### src/rtl/mmio_uart_tx.sv
// mmio_uart_tx: memory-mapped 8N1 UART transmitter with a small TX buffer.
//   Define UART_TX_FIFO_EN for a 4-entry FIFO; otherwise the buffer is a single holding register.
//   Ports: clk (rising edge), reset (async, active-high),
//          a/wd/we (processor data bus), rd (combinational read data),
//          hit (address falls in this 8-byte window), txd (registered serial out, idle high).
//   Map: BASE+0 TXDATA (write pushes wd[7:0], reads 0);
//        BASE+4 STATUS {count[7:4], overflow[3], empty[2], full[1], busy[0]}; a write clears overflow.
module mmio_uart_tx #(
  parameter logic [31:0] BASE_ADDR    = 32'h0000_0100,
  parameter int          CLKS_PER_BIT = 16
) (
  input  logic        clk,
  input  logic        reset,
  input  logic [31:0] a,
  input  logic [31:0] wd,
  input  logic        we,
  output logic [31:0] rd,
  output logic        hit,
  output logic        txd
);
`ifdef UART_TX_FIFO_EN
  localparam int DEPTH = 4;
`else
  localparam int DEPTH = 1;
`endif
  localparam int PW = DEPTH > 1 ? $clog2(DEPTH) : 1;
  localparam int CW = CLKS_PER_BIT > 1 ? $clog2(CLKS_PER_BIT) : 1;
  typedef enum logic [1:0] {IDLE, START, DATA, STOP} state_t;
  state_t        state_q;
  logic [CW-1:0] cnt_q;
  logic [2:0]    idx_q;
  logic [7:0]    sh_q;
  logic          txd_q;
  logic [7:0]    mem_q [2**PW];
  logic [PW-1:0] wp_q, wp_d, rp_q, rp_d;
  logic [2:0]    count_q, count_d;
  logic          ovf_q, ovf_d;
  logic          push_req, clr, full, empty, bit_end, pop, push, busy;
  logic [7:0]    head;
  logic          unused_bits;
  function automatic logic [PW-1:0] inc(input logic [PW-1:0] p);
    return p == PW'(DEPTH - 1) ? '0 : p + 1'b1;
  endfunction
  assign hit         = a[31:3] == BASE_ADDR[31:3];
  assign push_req    = we & hit & ~a[2];
  assign clr         = we & hit & a[2];
  assign full        = count_q == 3'(DEPTH);
  assign empty       = count_q == 3'd0;
  assign bit_end     = cnt_q == CW'(CLKS_PER_BIT - 1);
  assign busy        = state_q != IDLE;
  // The FSM pops from IDLE, or at the last STOP cycle so frames run back to back.
  assign pop         = ~empty & (state_q == IDLE | (state_q == STOP & bit_end));
  // A pop in the same cycle frees the slot a push into a full buffer needs.
  assign push        = push_req & (~full | pop);
  assign head        = mem_q[rp_q];
  assign txd         = txd_q;
  assign rd          = (hit & a[2]) ? {24'b0, 1'b0, count_q, ovf_q, empty, full, busy} : 32'b0;
  assign unused_bits = ^{wd[31:8], a[1:0]};
  always_comb begin
    wp_d    = push ? inc(wp_q) : wp_q;
    rp_d    = pop ? inc(rp_q) : rp_q;
    count_d = count_q + 3'(push) - 3'(pop);
    ovf_d   = clr ? 1'b0 : (push_req & ~push) ? 1'b1 : ovf_q;
  end
  always_ff @(posedge clk)
    if (push) mem_q[wp_q] <= wd[7:0];
  always_ff @(posedge clk or posedge reset)
    if (reset) begin
      wp_q    <= '0;
      rp_q    <= '0;
      count_q <= '0;
      ovf_q   <= 1'b0;
    end else begin
      wp_q    <= wp_d;
      rp_q    <= rp_d;
      count_q <= count_d;
      ovf_q   <= ovf_d;
    end
  always_ff @(posedge clk or posedge reset)
    if (reset) begin
      state_q <= IDLE;
      cnt_q   <= '0;
      idx_q   <= '0;
      sh_q    <= '0;
      txd_q   <= 1'b1;
    end else begin
      case (state_q)
        IDLE:
          if (pop) begin
            sh_q    <= head;
            cnt_q   <= '0;
            txd_q   <= 1'b0;
            state_q <= START;
          end
        START: begin
          cnt_q <= bit_end ? '0 : cnt_q + 1'b1;
          if (bit_end) begin
            txd_q   <= sh_q[0];
            state_q <= DATA;
          end
        end
        DATA: begin
          cnt_q <= bit_end ? '0 : cnt_q + 1'b1;
          if (bit_end) begin
            if (idx_q == 3'd7) begin
              idx_q   <= '0;
              txd_q   <= 1'b1;
              state_q <= STOP;
            end else begin
              idx_q <= idx_q + 1'b1;
              sh_q  <= sh_q >> 1;
              txd_q <= sh_q[1];
            end
          end
        end
        STOP: begin
          cnt_q <= bit_end ? '0 : cnt_q + 1'b1;
          if (bit_end) begin
            if (pop) begin
              sh_q    <= head;
              txd_q   <= 1'b0;
              state_q <= START;
            end else state_q <= IDLE;
          end
        end
        default: state_q <= IDLE;
      endcase
    end
endmodule

### config.mk
export PLATFORM = sky130hd
export DESIGN_NAME = mmio_uart_tx
export DESIGN_NICKNAME = d
export VERILOG_FILES = /design/src/rtl/mmio_uart_tx.sv
export SDC_FILE = /design/constraint.sdc
export NUM_CORES = 1
export LEC_CHECK = 0
export CAP_MARGIN = 20
export CORE_AREA = 5 5 76 78
export CTS_CLUSTER_DIAMETER = 60
export DETAILED_ROUTE_END_ITERATION = 8
export DIE_AREA = 0 0 81 83
export GPL_TIMING_DRIVEN = 0
export PLACE_DENSITY_LB_ADDON = 0.08
export SLEW_MARGIN = 5
export SYNTH_ARGS = -nofsm -noshare
export SYNTH_HDL_FRONTEND = slang
export SYNTH_SLANG_ARGS = --single-unit
### constraint.sdc
create_clock -name clk -period 3 [get_ports clk]
set_clock_uncertainty 0.05 [all_clocks]
set_input_delay 0.3 -clock clk [delete_from_list [all_inputs] [get_ports clk]]
set_output_delay 0.3 -clock clk [all_outputs]
set_load 0.03 [all_outputs]
After elaboration in Yosys (flattened, before gate mapping)
Memories as Yosys holds them, arrays and structs flattened.
Cells that the tools add are included.
{"block": "word_totals", "inputBits": 67, "n_memories": 1, "register_bits": 24, "ramBits": 16}
{"block": "op_classes", "eq_ne": 13, "bitwise": 14, "muxes": 29, "addsub": 6, "n_reduce_logical": 10}
{"name": "mem_q", "depth": 2, "word_bits": 8, "rd": 1, "rd_clocked_by_memory_dff": 0, "write_ports": 1, "line": "34", "text": "logic [7:0] mem_q [2**PW];"}
{"operator": "$mux W8", "n": 4}
{"operator": "$eq A29 B6 Y1 const B", "n": 1}
{"operator": "$pmux W8 S3", "n": 1}
{"operator": "$mux W1", "n": 12}
{"operator": "$ne A2 B2 Y1 const B", "n": 6}
{"operator": "$mux W2", "n": 5}
{"operator": "$and A1 B1 Y1", "n": 8}
{"operator": "$mux W4", "n": 2}
{"operator": "$pmux W2 S4", "n": 1}
{"operator": "$pmux W4 S2", "n": 1}
{"operator": "$mux W7", "n": 1}
{"operator": "$reduce_and A5 Y1", "n": 1}
{"operator": "$add A4 B1 Y4 const B", "n": 1}
{"operator": "$eq A2 B2 Y1 const B", "n": 2}
{"operator": "$eq A4 B4 Y1 const B", "n": 1}
{"operator": "$not A1 Y1", "n": 4}
{"operator": "$pmux W1 S4", "n": 1}
{"operator": "$reduce_and A4 Y1", "n": 1}
{"operator": "$reduce_bool A2 Y1", "n": 2}
{"operator": "$add A3 B1 Y3", "n": 1}
{"operator": "$add A3 B1 Y3 const B", "n": 1}
{"operator": "$eq A3 B1 Y1 const B", "n": 1}
{"operator": "$eq A3 B3 Y1 const B", "n": 1}
{"operator": "$logic_not A3 Y1", "n": 1}
{"operator": "other kinds (10)", "n": 12}

Longest topological paths before layout
{"block": "depth", "depth_word": 10, "depth_mapped": 10}

Worst setup path after synthesis
OpenSTA, ideal clock, no wires.
{"block": "synth_timing", "path_type": "flip-flop to flip-flop", "from": "reg state_q[1]", "to": "reg count_q[2]", "t_arrival_ps": 2020, "setup_ps": 124, "stages_incl_launch_ff": 10, "slack_ps": 806, "cell_sequence": "dfrtp_1 -> ha_1 -> a41oi_1 -> or2_2 -> nand2_1 -> mux2i_1 -> ha_1 -> fa_1 -> xnor2_1 -> xnor2_1"}
{"block": "synth_between", "elab_chain_cells": 8}
{"element": "start, declared", "line": "29", "text": "state_t state_q;"}
{"element": "start signal, assigned", "line": "81", "text": "state_q <= IDLE;"}
{"element": "start signal, assigned", "line": "93", "text": "state_q <= START;"}
{"element": "start signal, assigned", "line": "99", "text": "state_q <= DATA;"}
{"element": "$eq A2 B2 Y1", "line": "52", "text": "assign pop = ~empty & (state_q == IDLE | (state_q == STOP & bit_end));"}
{"element": "$and A1 B1 Y1", "line": "52"}
{"element": "$or A1 B1 Y1 (*)", "line": "52"}
{"element": "$and A1 B1 Y1 (*)", "line": "52"}
{"element": "$or A1 B1 Y1", "line": "54", "text": "assign push = push_req & (~full | pop);"}
{"element": "$and A1 B1 Y1", "line": "54"}
{"element": "$add A3 B1 Y3", "line": "62", "text": "count_d = count_q + 3'(push) - 3'(pop);"}
{"element": "$sub A3 B1 Y3 (*)", "line": "62"}
{"element": "net count_d[2]", "line": "36", "text": "logic [2:0] count_q, count_d;"}
{"element": "end signal, assigned", "line": "76", "text": "count_q <= count_d;"}
{"element": "end, declared", "line": "36"}
The timed path passes the listed nets; every way through them passes the cells marked *.
A chain may end at the register's enable or synchronous reset.

Worst setup path in the final report
{"block": "layout_timing", "from": "in a[23]", "to": "out rd[2]"}
{"block": "layout_between", "elab_chain_cells": 3}
{"element": "start, declared", "line": "14", "text": "input logic [31:0] a,"}
{"element": "$eq A29 B6 Y1", "line": "44", "text": "assign hit = a[31:3] == BASE_ADDR[31:3];"}
{"element": "$and A1 B1 Y1", "line": "57", "text": "assign rd = (hit & a[2]) ? {24'b0, 1'b0, count_q, ovf_q, empty, full, busy} : 32'b0;"}
{"element": "$mux W7", "line": "57"}
{"element": "end, declared", "line": "17", "text": "output logic [31:0] rd,"}
No other way between the ends.

==> results.sh <==
export IMPL_grt_start_max_net_pins=23
export IMPL_drc=0
export IMPL_worstPathRequired_ps=2650
export IMPL_synthDistinctLibCells=41
export IMPL_worst_ep_arrival_time_ps=2400
export IMPL_fp_dieH_um=83
export IMPL_final_setup_tns_ps=0
export IMPL_synth_ff_type="dfrtp_1"
export IMPL_fin_total_pwr_mw=0.9413
export IMPL_path_max_fanout=5
export IMPL_ioPinCount=101
export IMPL_maxCapViolations=0
export IMPL_critPathKind="in -> out"
export IMPL_routed_via_density=4.457
export IMPL_clock_latency_ps=280
export IMPL_synthArstFlopShare=0.7333
export IMPL_core_area_sq_um=5010
export IMPL_diodes=0
export IMPL_cts_sinks=30
export IMPL_grt_pass1_wl_um=6161
export IMPL_powerDensity_nw_per_um2=354.4
export IMPL_overflow=0
export IMPL_fin_nets=328
export IMPL_synth_warnings=0
export IMPL_wl_met1_um=1621
export IMPL_slowest_delay_ps=700
export IMPL_cts_tree="yes"
export IMPL_status="completed"
export IMPL_path_common_cell="clkdlybuf4s50_1"
export IMPL_grt_use_total=0.1161
export IMPL_wl_um=3811
export IMPL_finalHoldViolCount=0
export IMPL_start_util=0.3736
export IMPL_finalCritPeriodShare=0.9155
export IMPL_met3_length_um=517
export IMPL_netlist_area_sq_um=1872
export IMPL_layout_drive_gt1_share=0.2262
export IMPL_final_cell_area_sq_um=2656
export IMPL_rows=26
export IMPL_gp_congestion=0.7589
export IMPL_vias=1435
export IMPL_first_iter_violations=44
export IMPL_final_antenna_net_count=0
export IMPL_post_synth_cell_area_avg_sq_um=10.95
export IMPL_fin_util=0.5302
export IMPL_hold_path_class="in -> async"
export IMPL_worstMarginPinSlew_ps=820.2
export IMPL_grt_setup_unrepaired="no"
export IMPL_antenna_found_initial=0
export IMPL_ys_ff_latch=30
export IMPL_cp_slowest_cell="clkdlybuf4s50_1"
export IMPL_wl_met2_um=1653
export IMPL_post_cts_buffers=0
export IMPL_postSynthCellCount=171
export IMPL_path_cells="clkdlybuf4s50_1 -> nor4_1 -> nand4_1 -> nor3_2 -> and2_1 -> clkdlybuf4s50_1"
export IMPL_syn2layout_area_growth_pct=41.91
export IMPL_firstDrtPassIters=4
export IMPL_cts_htree_levels=2
export IMPL_slew_viol_final=0
export IMPL_die_area_sq_um=6723
export IMPL_clock_path_buffers=2
export IMPL_endpoint_kind="output pin"
export IMPL_cts_clk_slew_worst_paths_ps=70
export IMPL_p_leak_nw=1.260
export IMPL_numCtsBuffers=5
export IMPL_fmaxAchievable_mhz=364.1
export IMPL_cts_root_buf="clkbuf_8"
export IMPL_hpwl_um=3068
export IMPL_peakVddDrop_mv=0.2267
export IMPL_finalCriticalPeriod_ps=2747
export IMPL_avgRoutedWirePerCell_um=11.84
export IMPL_grt_pass1_vias=1417
export IMPL_top_layer="met4"
export IMPL_ys_seq_area_frac=0.4231
export IMPL_max_slew_margin_rel=0.4526
export IMPL_io_buffer_count=49
export IMPL_die_w_um=81
export IMPL_placed_area_sq_um=2540
export IMPL_whs_ps=430.7
export IMPL_setup_violations_final=0
export IMPL_start_kind="input port"
export IMPL_synth_edff_count=8
==> flip-flops by register name, summed over array words and instances, names as in the netlist <==
register  flops
ovf_q         1
sh_q          8
txd           1
idx_q         3
count_q       3
mem_q         8
state_q       2
cnt_q         4
==> cells in the mapped netlist (all sizes together) (2+ instances only) <==
| master | n | area share |
|---|---|---|
| buf | 26 | 0.11 |
| dfrtp | 21 | 0.28 |
| mux2 | 19 | 0.13 |
| ha | 9 | 0.060 |
| nor2 | 9 | 0.018 |
| edfxtp | 8 | 0.13 |
| inv | 8 | 0.016 |
| nand2 | 7 | 0.014 |
| nor3 | 7 | 0.019 |
| o21ai | 7 | 0.019 |
| nor4 | 6 | 0.020 |
| and2 | 5 | 0.017 |
| a21o | 3 | 0.012 |
| a21oi | 3 | 0.0080 |
| nand4 | 3 | 0.010 |
| a211oi | 2 | 0.0080 |
| and3 | 2 | 0.0067 |
| nand3 | 2 | 0.0053 |
| nor2b | 2 | 0.0067 |
| nor4b | 2 | 0.013 |
| or2 | 2 | 0.0067 |
| xnor2 | 2 | 0.0094 |
==> cell families (layout without fill, tap and decap cells) <==
group | Yosys count | in the layout | synth area share
xor+xnor | 2 | 2 | 0.009360
mux | 20 | 20 | 0.1357
flops | 30 | 30 | 0.4231
compound gates | 23 | 23 | 0.08422
fa+ha+maj | 10 | 10 | 0.07086
other cells | 1 | 25 | 0.002003
simple gates | 50 | 50 | 0.1504
buf+inv | 35 | 92 | 0.1243
==> metrics by stage <==
step                instances  worst slack [ps]
floorplan                 195             806.1
global placement          314             59.41
detailed placement        314             106.1
CTS                       322             80.65
global route              322             82.98
finish                    322             253.4
==> worst paths after layout <==
kind | slack [ps] | cells past startpoint | startpoint | end
setup / recovery | 250 | 6 | a[23] | rd[2]
hold / removal | 430 | 2 | reset | sh_q[5]$_DFFE_PP0P_
setup reg to reg | 580 | 9 | state_q[1]$_DFFE_PP0P_ | count_q[2]$_DFF_PP0_
hold reg to reg | 450 | 1 | ovf_q$_DFFE_PP0P_ | ovf_q$_DFFE_PP0P_
max in group asynchronous | 1950 | 2 | reset | count_q[1]$_DFF_PP0_
min in group clk | 450 | 1 | ovf_q$_DFFE_PP0P_ | ovf_q$_DFFE_PP0P_
==> cell usage in the layout, fill, tap and decap left out, drive strengths merged, types with 2 or more instances in the layout <==
master         Yosys  layout
inv                8       8
mux2              19      19
o21ai              7       7
xnor2              2       2
nor4               6       6
or2                2       2
nand4              3       3
clkbuf             1       7
conb               1      25
nor4b              2       2
and2               5       5
nor2b              2       2
nand3              2       2
and3               2       2
a21oi              3       3
nor3               7       7
nand2              7       7
nor2               9       9
buf               26      26
edfxtp             8       8
ha                 9       9
dlymetal6s2s       0       2
a211oi             2       2
a21o               3       3
dfrtp             21      21
clkdlybuf4s50      0      47
==> layout make-up <==
cell class	instances	area, sq um
sequential	30	792.0
fill	473	2354
multi-input combinational	130	942.2
timing repair buffer	49	495.5
clock buffer	6	72.57
buffer	27	202.7
clock inverter	2	33.78
tap	70	87.58
inverter	8	30.03
==> critical path, delay by kind of cell <==
family / cells / cell delay, ps
buf+inv: 2 / 1100
simple gates: 4 / 1000
==> routing by layer <==
layer | up-vias | global-route usage
met1 | 644 | 0.1382
met2 | 69 | 0.1763
met5 | - | 0
met3 | 2 | 0.06169
met4 | 0 | 0.04147
li1 | 720 | -
==> what timing repair did <==
item,in CTS,in global routing
resized for setup,0,3
setup endpoints to repair,0,5
hold buffers,0,0
==> power by group <==
group | internal [mW] | leakage, nW | total (mW) | switching (mW)
Sequential | 0.420 | 0.347 | 0.420 | 0.00000000746
Combinational | 0.0687 | 0.860 | 0.129 | 0.0606
Clock | 0.245 | 0.0528 | 0.392 | 0.147
Total | 0.733 | 1.26 | 0.941 | 0.208
(Power assumes the default switching activity.)
